`src/rtl/gold_nic.sv`:
```
// NIC between a processing element and its router PE port: a register window on
// the processor side, a single-entry input buffer and a VC-gated output FIFO on the network side.
module gold_nic #(
    parameter int DW        = 64,
    parameter int OUT_DEPTH = 2,
    parameter int VC_BIT    = 63
) (
    input  logic          clk,
    input  logic          reset,
    input  logic [1:0]    addr,
    input  logic [DW-1:0] d_in,
    output logic [DW-1:0] d_out,
    input  logic          nicEn,
    input  logic          nicEnWr,
    input  logic          net_si,
    output logic          net_ri,
    input  logic [DW-1:0] net_di,
    output logic          net_so,
    input  logic          net_ro,
    output logic [DW-1:0] net_do,
    input  logic          net_polarity
);

    localparam int PW = $clog2(OUT_DEPTH);
    localparam int CW = PW + 1;
    localparam logic [CW-1:0] FULL_CNT = CW'(OUT_DEPTH);

    logic [DW-1:0] fifo_q [OUT_DEPTH];

    logic [DW-1:0] in_buf_q, in_buf_d;
    logic          in_full_q, in_full_d;
    logic [DW-1:0] d_out_q, d_out_d;
    logic [PW-1:0] rd_ptr_q, rd_ptr_d;
    logic [PW-1:0] wr_ptr_q, wr_ptr_d;
    logic [CW-1:0] count_q, count_d;

    logic          out_full;
    logic          wr_acc;
    logic          rd_req;
    logic          in_take;
    logic [DW-1:0] head;

    assign out_full = (count_q == FULL_CNT);
    assign head     = fifo_q[rd_ptr_q];
    assign net_do   = head;
    assign net_ri   = ~in_full_q;
    assign d_out    = d_out_q;

    // Inject only in the phase where the router writes the matching input VC.
    assign net_so = (count_q != '0) & net_ro & (head[VC_BIT] == ~net_polarity);

    assign wr_acc  = nicEn & nicEnWr & (addr == 2'b10) & ~out_full;
    assign rd_req  = nicEn & ~nicEnWr;
    assign in_take = net_si & ~in_full_q;

    always_comb begin
        in_buf_d  = in_buf_q;
        in_full_d = in_full_q;
        d_out_d   = d_out_q;
        rd_ptr_d  = rd_ptr_q;
        wr_ptr_d  = wr_ptr_q;
        count_d   = count_q;

        if (rd_req) begin
            case (addr)
                2'b00: begin
                    d_out_d   = in_buf_q;
                    in_full_d = 1'b0;
                end
                2'b01:   d_out_d = {{(DW-1){1'b0}}, in_full_q};
                2'b11:   d_out_d = {{(DW-1){1'b0}}, out_full};
                default: d_out_d = '0;
            endcase
        end

        // An arrival while empty overrides a simultaneous (no-op) read-clear.
        if (in_take) begin
            in_buf_d  = net_di;
            in_full_d = 1'b1;
        end

        if (wr_acc) begin
            wr_ptr_d = wr_ptr_q + PW'(1);
        end
        if (net_so) begin
            rd_ptr_d = rd_ptr_q + PW'(1);
        end
        count_d = count_q + CW'(wr_acc) - CW'(net_so);
    end

    always_ff @(posedge clk) begin
        if (!reset) begin
            in_buf_q  <= '0;
            in_full_q <= 1'b0;
            d_out_q   <= '0;
            rd_ptr_q  <= '0;
            wr_ptr_q  <= '0;
            count_q   <= '0;
        end else begin
            in_buf_q  <= in_buf_d;
            in_full_q <= in_full_d;
            d_out_q   <= d_out_d;
            rd_ptr_q  <= rd_ptr_d;
            wr_ptr_q  <= wr_ptr_d;
            count_q   <= count_d;
        end
    end

    // Payload storage needs no reset; occupancy is tracked by count_q.
    always_ff @(posedge clk) begin
        if (reset && wr_acc) begin
            fifo_q[wr_ptr_q] <= d_in;
        end
    end

endmodule

```
`config.mk`:
```
export PLATFORM = sky130hd
export DESIGN_NAME = gold_nic
export DESIGN_NICKNAME = d
export VERILOG_FILES = /design/src/rtl/gold_nic.sv
export SDC_FILE = /design/constraint.sdc
export NUM_CORES = 1
export LEC_CHECK = 0
export CAP_MARGIN = 20
export CORE_ASPECT_RATIO = 2
export CORE_MARGIN = 2
export CORE_UTILIZATION = 51
export CTS_CLUSTER_SIZE = 40
export DETAILED_ROUTE_END_ITERATION = 8
export PLACE_DENSITY = 0.84
export SYNTH_ARGS = -nofsm -noshare
export SYNTH_HDL_FRONTEND = slang
export SYNTH_SLANG_ARGS = --single-unit
```
`constraint.sdc`:
```
create_clock -name clk -period 8.4 [get_ports clk]
set_clock_uncertainty 0.2 [all_clocks]
set_input_delay 1.68 -clock clk [delete_from_list [all_inputs] [get_ports clk]]
set_output_delay 1.68 -clock clk [all_outputs]
set_load 0.01 [all_outputs]
```
== Word level (Yosys, flattened, before mapping) ==
Memories as Yosys holds them, arrays and structs flattened. A register that Yosys moved wholly into a read port is not among the register bits.
Index checks and enable logic that the tools add are counted.

* Add/subtract/negate cells: 4
* Multiply operators: 0
* Div/mod/pow operators: 0
* Magnitude comparators: 0
* Equal/unequal tests: 5
* Shift operators: 0
* Mux-type cells: 8
* Bitwise gates (word level): 11
* Reduce and logical (&&, ||, !) cells: 6

{| class="wikitable"
|+ Operators by type and width
! kind !! number
|-
| 64-bit one-hot mux with 3 select lines || 1
|-
| 1-bit bitwise AND || 7
|-
| 1-bit two-way mux || 7
|-
| 2-bit equality test (second input constant) || 3
|-
| 2-bit nonzero test || 3
|-
| 1-bit inverter || 4
|-
| 1-bit adder (second input constant) || 2
|-
| 2-bit by 1-bit adder with 2-bit output || 1
|-
| 2-bit by 1-bit equality test with 1-bit output (second input constant) || 1
|-
| 2-bit zero test || 1
|-
| 2-bit AND reduction || 1
|-
| 2-bit by 1-bit subtractor with 2-bit output || 1
|-
| 1-bit equality test || 1
|-
| 1-bit logical AND || 1
|}

* Bits in registers: 133
* Latch bits: 0
* Bits in writable memories: 128
* Memory bits (read-only): 0
* Input port bits: 137
* Output and inout bits: 130
* Word-level logic and storage cells: 41
* Memories: 1

{| class="wikitable"
|+ Memories
! memory !! words !! width !! read ports !! clocked after memory_dff !! wr ports !! line !! RTL
|-
| fifo_q || 2 || 64 || 1 || 1 || 1 || 28 || <nowiki>logic [DW-1:0] fifo_q [OUT_DEPTH];</nowiki>
|}

== Logic depth before layout (Yosys ltp) ==
Gate-level depths: netlist of run 1.

* Depth after elaboration: 6
* Gate-level depth with buffers: 10
* Mapped depth without buffers: 9

== Worst setup path before layout of run 1 ==
No wires, ideal clock.

* Path type: input to register
* Start: input addr[0]
* End: memory fifo_q[0][0], enable pin
* Setup time: 0.486 ns
* Arrival time: 4.831 ns
* Data required time: 7.714 ns
* Setup slack: 2.883 ns
* Stages on the path: 4
* Buffers on the path: 0
* Path through: nand4b_1 -> a21oi_1 -> nand2_1 -> nor2_1

* Cells in the longest elaborated chain, start to end: 6

{| class="wikitable"
|+ RTL lines
! what !! line !! RTL
|-
| start: declaration || 10 || <nowiki>input logic [1:0] addr,</nowiki>
|-
| 2-bit equality test || 52 || <nowiki>assign wr_acc = nicEn & nicEnWr & (addr == 2'b10) & ~out_full;</nowiki>
|-
| 1-bit bitwise AND (2 in a row) || 52 ||
|-
| 1-bit logical AND || 111 || <nowiki>if (reset && wr_acc) begin</nowiki>
|-
| 1-bit two-way mux || 111 ||
|-
| 1-bit two-way mux (implied by the code) || 112 || <nowiki>fifo_q[wr_ptr_q] <= d_in;</nowiki>
|-
| end: declaration || 28 ||
|}

Every way passes these cells.

== Final worst setup path of run 1 ==
* Start: input net_ro
* End: output net_so

* Cells in the longest elaborated chain, start to end: 2

{| class="wikitable"
|+ RTL lines
! what !! line !! RTL
|-
| start: declaration || 19 || <nowiki>input logic net_ro,</nowiki>
|-
| 1-bit bitwise AND (2 in a row) || 50 || <nowiki>assign net_so = (count_q != '0) & net_ro & (head[VC_BIT] == ~net_polarity);</nowiki>
|-
| end: declaration || 18 || <nowiki>output logic net_so,</nowiki>
|}

Every way passes these cells.

==> impl_metrics.yaml, run 1 <==
run_status:
  status: "complete, no violations"
sta:
  tightest_slew_ps: 1060
  finalCritPeriodShare_pct: 61.5
  max_slew_margin_pct: 29.2
  tns_ps: 0
  setup_viol: 0
  fin_crit_ps: 5170
  rsz0062_at_grt: "false"
  slew_viol_final: 0
  finalHoldViolCount: 0
  max_freq_mhz: 194
flow_run:
  maxCapViolCount: 0
synthesis:
  avgSynthCellArea_um2: 13.1
  yosysWarnings: 0
  syn_inst: 730
  syn-num-nets: 869
  ys_ff_latch: 262
  synth-edff-count: 128
  synth_cell_types: 29
  yosysSeqAreaShare_pct: 68.4
  ys.flop_type: "dfxtp_1"
  async_flop_share_pct: 0
  synth_area_um2: 9540
placed_design:
  gp_congestion: 0.785
  dp_hpwl_um: 14500
  dpl-instance-area_um2: 12300
  io_buffers: 266
worst_setup_path:
  max_stage_delay_ps: 620
  critical_path_arrival_ps: 3290
  timing.critical_path.buf_inv: 2
  cp.required_ps: 6520
  cp_max_fo: 4
  crit_path_top_delay_cell: "clkdlybuf4s50_1"
  cp.depth: 4
  crit_top_cell: "clkdlybuf4s50_1"
  start_kind: "primary input"
  rr_worst_depth: 5
  path_cells: "clkdlybuf4s50_1, o21ai_0, nor3b_2, clkdlybuf4s50_1"
  critPathTopFamily: "buffers and inverters"
  criticalPathCategory: "in2out"
  end_kind: "output port"
floorplanning:
  die-area_um2: 19900
  dieHeight_um: 197
  io_pins: 267
  die_w_um: 101
  floorplan.initialDensity_pct: 52.1
  core_um2: 18300
  std_cell_rows: 70
final_layout:
  seq_area_um2: 6530
  drive_gt1_share_pct: 11.5
  fillers: 1265
  multi_input_area_um2: 2810
  syn2layout_area_growth_pct: 36.6
  nets: 1120
  fin_area_um2: 13000
  antennaDiodeCount: 0
route:
  vias: 6414
  drtPass1Iterations: 4
  drtAntennaViolNets: 0
  drt_iter0_markers: 180
  wl_per_cell_um: 18.0
  drc: 0
  wirelength_um: 21900
  drt-vias-per-instance: 5.29
clock_network:
  clockBufferDepth: 3
  root_buffer: "clkbuf_16"
  holdBufCountCts: 0
  cts_tree: "yes"
  clock_latency_ps: 500
  clk_pin_slew_ps: 60
  cts_setup_buffers: 0
  cts_htree_levels: 1
  cts.sinks: 262
  cts_resized: 0
  numCtsBuffers: 22
power:
  p_leak_nw: 4.40
  p_per_area_nw_per_um2: 196
  irDropWorstVdd_uv: 167
grt:
  grt_usage_pct: 21.4
  antenna_found_initial: 0
  grt_pass1_vias: 6586
  grt_start_max_net_pins: 137
  grt_pass1_wl_um: 33500
  grt-ovfl-total: 0
min_path:
  hp-class: "reg2reg"
  hold_path_depth: 2
[flip-flops by register name, summed over array words and instances, names as in the netlist, named ones only]
name	cells
d_out	64
count_q	2
fifo_q	128
in_buf_q	64
in_full_q	1
rd_ptr_q	1
wr_ptr_q	1
[power breakdown]
| group | total, mW | internal (mW) | switching, mW | leakage [nW] |
|---|---|---|---|---|
| clock network | 0.979 | 0.544 | 0.435 | 0.322 |
| logic | 0.203 | 0.116 | 0.0867 | 1.83 |
| registers | 1.38 | 1.36 | 0.0132 | 2.24 |
[cell usage after synthesis (2+ instances only)]
| cell type | instances | area (um2) |
|---|---|---|
| a21boi_0 | 64 | 480 |
| nand2_1 | 133 | 499 |
| nor2_1 | 5 | 18.8 |
| o21ai_0 | 2 | 10.0 |
| and2_1 | 3 | 18.8 |
| edfxtp_1 | 128 | 3840 |
| mux2i_1 | 2 | 20.0 |
| buf_2 | 21 | 105 |
| xnor2_1 | 2 | 17.5 |
| inv_1 | 4 | 15.0 |
| dfxtp_1 | 134 | 2680 |
| a22oi_1 | 63 | 473 |
| nand2b_1 | 3 | 18.8 |
| mux2_2 | 63 | 709 |
| ha_1 | 2 | 25.0 |
| buf_1 | 4 | 15.0 |
| nor2b_1 | 64 | 400 |
| clkbuf_1 | 22 | 82.6 |
[routing by layer]
metal	wire length, um	share of wire (%)	track usage [%]	up-vias
li1	-	-	-	3079
met1	7700	35	23.4	3037
met2	11600	53	38.2	243
met3	1610	7.3	4.95	55
met4	970	4.4	10.2	0
met5	0	0	0	-
[path summary, 6_finish.rpt]
check / endpoint / start / slack (ps)
worst max-delay path: net_so / net_ro / 3230
worst max register to register: fifo_q[0][12] / count_q[0] / 6070
worst min-delay path: in_buf_q[7] / in_buf_q[7] / 270
worst min register to register: in_buf_q[7] / in_buf_q[7] / 270
[per-stage QoR]
stage / total power, mW / hold WS [ps] / cells / util [%] / setup slack [ps]
after detailed placement: 1.61 / 259 / 1173 / 67.5 / 3230
after global placement: 1.60 / 251 / 1173 / 67.5 / 3320
after global routing: 2.65 / 288 / 1213 / 71.2 / 3190
final: 2.56 / 266 / 1213 / 71.2 / 3230
after CTS: 2.59 / 268 / 1213 / 71.2 / 3220
after floorplan: 1.49 / 243 / 730 / - / 2880
[worst min-delay path, cell delays in order, from the launching register on]
cell	delay (ps)
dfxtp_1	310
nand2_1	50
a21boi_0	60
[layout make-up]
type / count / share of cell area [%]
Tap cell: 216 / 2.07
Inverter: 4 / 0.115
Clock inverter: 9 / 0.585
Timing Repair Buffer: 275 / 20.9
Sequential cell: 262 / 50.1
Clock buffer: 31 / 4.72
Multi-Input combinational cell: 416 / 21.5
[cell usage in the layout (no fill, tap or decap), types with 2 or more instances in the layout]
master / n
nor2b_1: 63
mux2_2: 63
edfxtp_1: 128
nor2_1: 4
clkinvlp_2: 5
o21ai_0: 2
clkbuf_16: 23
clkbuf_1: 7
nand2_1: 132
nand2b_1: 2
dfxtp_1: 133
buf_4: 9
mux2i_1: 2
a21boi_0: 64
a22oi_1: 63
and2_1: 3
clkdlybuf4s50_1: 265
xnor2_1: 2
ha_1: 2
inv_1: 4
[logic make-up (layout without fill, tap and decap cells)]
kind of cell / count (synthesis) / count (layout) / synth area share, %
xor+xnor: 3 / 3 / 0.275
flops: 262 / 262 / 68.4
buf+inv: 52 / 319 / 2.40
fa+ha+maj: 2 / 2 / 0.262
mux: 66 / 66 / 7.80
simple gates: 213 / 213 / 10.6
compound gates: 132 / 132 / 10.3
No activity file was read; power rests on OpenSTA's default activity.
==> run 2: changes to the inputs <==
--- a/config.mk
+++ b/config.mk
@@ -8,10 +8,10 @@
 export CAP_MARGIN = 20
 export CORE_ASPECT_RATIO = 2
 export CORE_MARGIN = 2
-export CORE_UTILIZATION = 51
+export CORE_UTILIZATION = 43
 export CTS_CLUSTER_SIZE = 40
 export DETAILED_ROUTE_END_ITERATION = 8
-export PLACE_DENSITY = 0.84
+export PLACE_DENSITY = 0.76
 export SYNTH_ARGS = -nofsm -noshare
 export SYNTH_HDL_FRONTEND = slang
 export SYNTH_SLANG_ARGS = --single-unit
==> constraint.sdc (replaced) <==
create_clock -name clk -period 4.5 [get_ports clk]
set_clock_uncertainty 0.2 [all_clocks]
set_input_delay 0.9 -clock clk [delete_from_list [all_inputs] [get_ports clk]]
set_output_delay 0.9 -clock clk [all_outputs]
set_load 0.01 [all_outputs]
==> run 2 against run 1 <==
  * Hold slack lost 1.9 ps
  * Sequential power grew 86%
  * Combinational power grew 88%
  * Core utilization shrank 11 points
  * Clock power grew 79%
  * Sequential share of layout area shrank 0.39 points
  * Critical endpoint unchanged
  * Largest cell class unchanged
==> impl_metrics.yaml, run 2 (synthesis gave the netlist of run 1 again) <==
final_layout:
  drive_gt1_share_pct: 11.2
  syn2layout_area_growth_pct: 37.7
  stdcell_count: 1274
  largest_reg_flops: 128
  utilization_pct: 59.8
  antennaDiodeCount: 0
  fillers: 1768
  layout_commonest_cell: "clkdlybuf4s50_1"
  top_register: "fifo_q"
  nets: 1122
  final_cell_mix: "clkdlybuf4s50_1 (265), dfxtp_1 (133), nand2_1 (132), edfxtp_1 (128), a21boi_0 (64)"
clock_network:
  cts_tree: "yes"
  clock_latency_ps: 500
  cts_setup_buffers: 0
  numCtsBuffers: 22
  cts.sinks: 262
  holdBufCountCts: 0
  cts_htree_levels: 1
  root_buffer: "clkbuf_16"
  clk_pin_slew_ps: 60
  cts_resized: 0
  clockBufferDepth: 3
power:
  p_leak_nw: 4.43
  p_per_area_nw_per_um2: 358
  finalPower_mw: 4.71
  irDropWorstVdd_uv: 339
floorplanning:
  die-area_um2: 23500
  floorplan.initialDensity_pct: 43.4
  io_pins: 267
  dieHeight_um: 215
  die_w_um: 109
  std_cell_rows: 77
  core_um2: 22000
sta:
  max_freq_mhz: 287
  tns_ps: 0
  max_slew_margin_pct: 38.9
  finalHoldViolCount: 0
  rsz0062_at_grt: "false"
  finalCritPeriodShare_pct: 77.3
  slew_viol_final: 0
  tightest_slew_ps: 917
  fin_crit_ps: 3480
  setup_ws_ps: 1020
  setup_viol: 0
placed_design:
  io_buffers: 266
  dp_hpwl_um: 15000
  pre_cts_slack_ps: 1030
  gp_congestion: 0.766
  placedCellCount: 1235
worst_setup_path:
  crit_top_cell: "clkdlybuf4s50_1"
  criticalPathCategory: "in2out"
  timing.critical_path.buf_inv: 3
  rr_endpoint: "count_q[1]"
  start_kind: "primary input"
  critPathTopFamily: "buffers and inverters"
  max_stage_delay_ps: 540
  crit_path_top_delay_cell: "clkdlybuf4s50_1"
  cp.depth: 5
  rr_worst_depth: 10
  cp_max_fo: 4
  path_cells: "clkdlybuf4s50_1, o21ai_0, nor3b_2, buf_4, clkdlybuf4s50_1"
  rrSetupSlack_ps: 2060
  cp.required_ps: 3400
  critical_path.startpoint: "net_ro"
  critical_path_arrival_ps: 2380
  end_kind: "output port"
  cp-endpoint: "net_so"
grt:
  grt-ovfl-total: 0
  grt_usage_pct: 18.2
  grt_pass1_vias: 6328
  grt_pass1_wl_um: 33400
  antenna_found_initial: 0
  grt_start_max_net_pins: 116
route:
  wl_per_cell_um: 17.4
  drt-vias-per-instance: 5.00
  drtAntennaViolNets: 0
  vias: 6376
  drt_iter0_markers: 292
  drtPass1Iterations: 4
  drc: 0
  wirelength_um: 22200
flow_run:
  maxCapViolCount: 0
min_path:
  hp-class: "reg2reg"
run_status:
  status: "complete, no violations"
run 2: changes by cell type in the layout (fill, tap and decap cells not counted), sizes merged:
cell / previous run / this run
clkinvlp: 6 / 1
buf: 10 / 12
clkinv: 2 / 9
bufinv: 1 / 0
inv: 4 / 6
clkbuf: 31 / 27
run 2: power breakdown:
| part | total (mW) | internal [mW] | switching, mW |
|---|---|---|---|
| Combinational | 0.381 | 0.221 | 0.159 |
| Clock | 1.75 | 0.945 | 0.809 |
| Sequential | 2.57 | 2.55 | 0.0264 |
| Total | 4.71 | 3.71 | 0.994 |
run 2: how the worst min path moves through the flow:
| stage | cells after the start | startpoint | endpoint | slack, ps |
|---|---|---|---|---|
| finish | 2 | in_buf_q[41] | in_buf_q[41] | 260 |
| global route | 2 | in_buf_q[36] | in_buf_q[36] | 280 |
| CTS | 2 | in_buf_q[55] | in_buf_q[55] | 270 |
| detailed placement | 2 | in_buf_q[55] | in_buf_q[55] | 260 |
| global placement | 2 | in_buf_q[55] | in_buf_q[55] | 250 |
| floorplan | 2 | in_buf_q[16] | in_buf_q[16] | 240 |
run 2: area by class of cell:
type / count / area [um2] / share of cell area [%]
Inverter: 4 / 15.0 / 0.114
Multi-Input combinational cell: 416 / 2810 / 21.4
Sequential cell: 262 / 6530 / 49.7
Clock inverter: 12 / 53.8 / 0.409
Clock buffer: 27 / 601 / 4.57
Timing Repair Buffer: 277 / 2790 / 21.2
Tap cell: 276 / 345 / 2.63
run 2: worst min-delay path, stage by stage (launching register included):
cell and delay, ps:
dfxtp_1 310, nand2_1 40, a21boi_0 60
run 2: per-layer routing:
layer / routed length (um) / global-route usage [%] / vias up
li1: - / - / 3080
met1: 8000 / 19.4 / 3015
met2: 11600 / 33.4 / 251
met3: 2020 / 5.14 / 30
met4: 538 / 6.20 / 0
met5: 0 / 0 / -
run 2: through the flow:
stage	hold WS [ps]	area, um2
after global routing	283	13100
after CTS	266	13100
after floorplan	243	9550
final	264	13100
after detailed placement	257	12500
after global placement	250	12500
==> run 3: changes to the inputs <==
==> constraint.sdc (replaced) <==
create_clock -name clk -period 3 [get_ports clk]
set_clock_uncertainty 0.2 [all_clocks]
set_input_delay 0.6 -clock clk [delete_from_list [all_inputs] [get_ports clk]]
set_output_delay 0.6 -clock clk [all_outputs]
set_load 0.01 [all_outputs]
==> run 3 against run 2 <==
  * First-iteration DRC count fell by 20%
  * Setup slack got worse by 890 ps
  * Hold slack got worse by 1.4 ps
  * Critical path type is now reg2out
==> impl_metrics.yaml, run 3 (synthesis gave the netlist of run 1 again) <==
route:
  drtPass1Iterations: 4
  vias: 6337
  drtAntennaViolNets: 0
  wl_per_cell_um: 17.3
  wirelength_um: 22300
  drt-vias-per-instance: 4.93
  dr_wl_met2_um: 11700
  drt_iter0_markers: 234
  routed-wl-met3_um: 1870
  wirelength_met1_um: 7960
  drc: 0
  maxUsedRoutingLayer: "met4"
worst_setup_path:
  start_kind: "flip-flop"
  max_stage_delay_ps: 520
  timing.critical_path.buf_inv: 2
  end_kind: "output port"
  critical_path_arrival_ps: 2070
  cp_max_fo: 39
  path_cells: "buf_12, mux2_2, clkdlybuf4s50_1"
  cp.required_ps: 2200
  critPathTopFamily: "buffers and inverters"
  crit_path_top_delay_cell: "clkdlybuf4s50_1"
  criticalPathCategory: "reg2out"
sta:
  fin_crit_ps: 2870
  rsz0062_at_grt: "false"
  max_slew_margin_pct: 67.2
  tightest_slew_ps: 492
  slew_viol_final: 0
  setup_ws_ps: 132
  setup_viol: 0
  max_freq_mhz: 349
  whs_ps: 263
  finalCritPeriodShare_pct: 95.6
  finalHoldViolCount: 0
  tns_ps: 0
floorplanning:
  io_pins: 267
  die-area_um2: 23500
  dieHeight_um: 215
  die_w_um: 109
  floorplan.initialDensity_pct: 43.4
  core_um2: 22000
  std_cell_rows: 77
power:
  finalPower_mw: 7.47
  irDropWorstVdd_uv: 521
  p_per_area_nw_per_um2: 558
  p_leak_nw: 4.54
final_layout:
  seq_area_um2: 6530
  fillers: 1774
  largest_reg_flops: 128
  drive_gt1_share_pct: 12.4
  layout_commonest_cell: "clkdlybuf4s50_1"
  utilization_pct: 60.9
  final_cell_mix: "clkdlybuf4s50_1 (265), dfxtp_1 (133), nand2_1 (132), edfxtp_1 (128), a21boi_0 (64)"
  antennaDiodeCount: 0
  multi_input_area_um2: 2810
  top_register: "fifo_q"
  nets: 1132
  syn2layout_area_growth_pct: 40.1
clock_network:
  clk_pin_slew_ps: 60
  cts.sinks: 262
  cts_htree_levels: 1
  clock_latency_ps: 500
  clockBufferDepth: 3
  root_buffer: "clkbuf_16"
  numCtsBuffers: 22
  cts_tree: "yes"
flow_run:
  maxCapViolCount: 0
placed_design:
  gp_congestion: 0.768
  io_buffers: 266
  pre_cts_slack_ps: 187
  dp_hpwl_um: 14800
grt:
  grt-ovfl-total: 0
  grt_pass1_vias: 6339
  grt_usage_pct: 18.5
  antenna_found_initial: 0
  grt_pass1_wl_um: 33900
  grt_start_max_net_pins: 135
min_path:
  hp-class: "reg2reg"
run_status:
  status: "complete, no violations"
-- run 3: layer usage --
| layer | track usage, % | vias up |
|---|---|---|
| met5 | 0 | - |
| met4 | 7.34 | 0 |
| met3 | 5.32 | 39 |
| met2 | 33.4 | 221 |
| met1 | 19.6 | 2985 |
| li1 | - | 3092 |
-- run 3: through the flow --
step | std cells | area, um2
4_1_cts | 1283 | 13400
5_1_grt | 1285 | 13400
6_report | 1285 | 13400
3_3_place_gp | 1243 | 12600
2_1_floorplan | 730 | 9550
3_5_place_dp | 1243 | 12600
-- run 3: where the power goes --
part / leakage, nW / internal (mW) / total, mW / switching, mW
sequential: 2.24 / 3.82 / 3.86 / 0.0381
clock: 0.378 / 1.81 / 3.02 / 1.21
combinational: 1.92 / 0.340 / 0.583 / 0.243
total: 4.54 / 5.97 / 7.47 / 1.49
-- run 3: final timing paths --
kind	from	to	slack (ps)	depth (start not counted)
hold reg to reg	in_buf_q[25]	in_buf_q[25]	260	2
setup reg to reg	flip-flop	count_q[1]	710	10
setup / recovery	flip-flop	net_do[10]	130	3
hold / removal	in_buf_q[25]	in_buf_q[25]	260	2
-- run 3: tightest hold or removal path, delay by kind of cell (launching register included) --
| family | cells | cell delay [ps] |
|---|---|---|
| compound gates | 1 | 60 |
| flops | 1 | 310 |
| simple gates | 1 | 40 |
-- run 3: what timing repair did --
action	4_1_cts	5_1_grt
setup endpoints to repair	40	1
gates resized for setup	1	0
hold buffers	0	0
buffers inserted	0	2
-- run 3: area by class of cell --
cell class	instances	share of cell area, %
tap	276	2.58
sequential	262	48.8
clock inverter	8	1.02
inverter	4	0.112
multi-input combinational	416	21.0
clock buffer	32	4.73
timing repair buffer	287	21.7
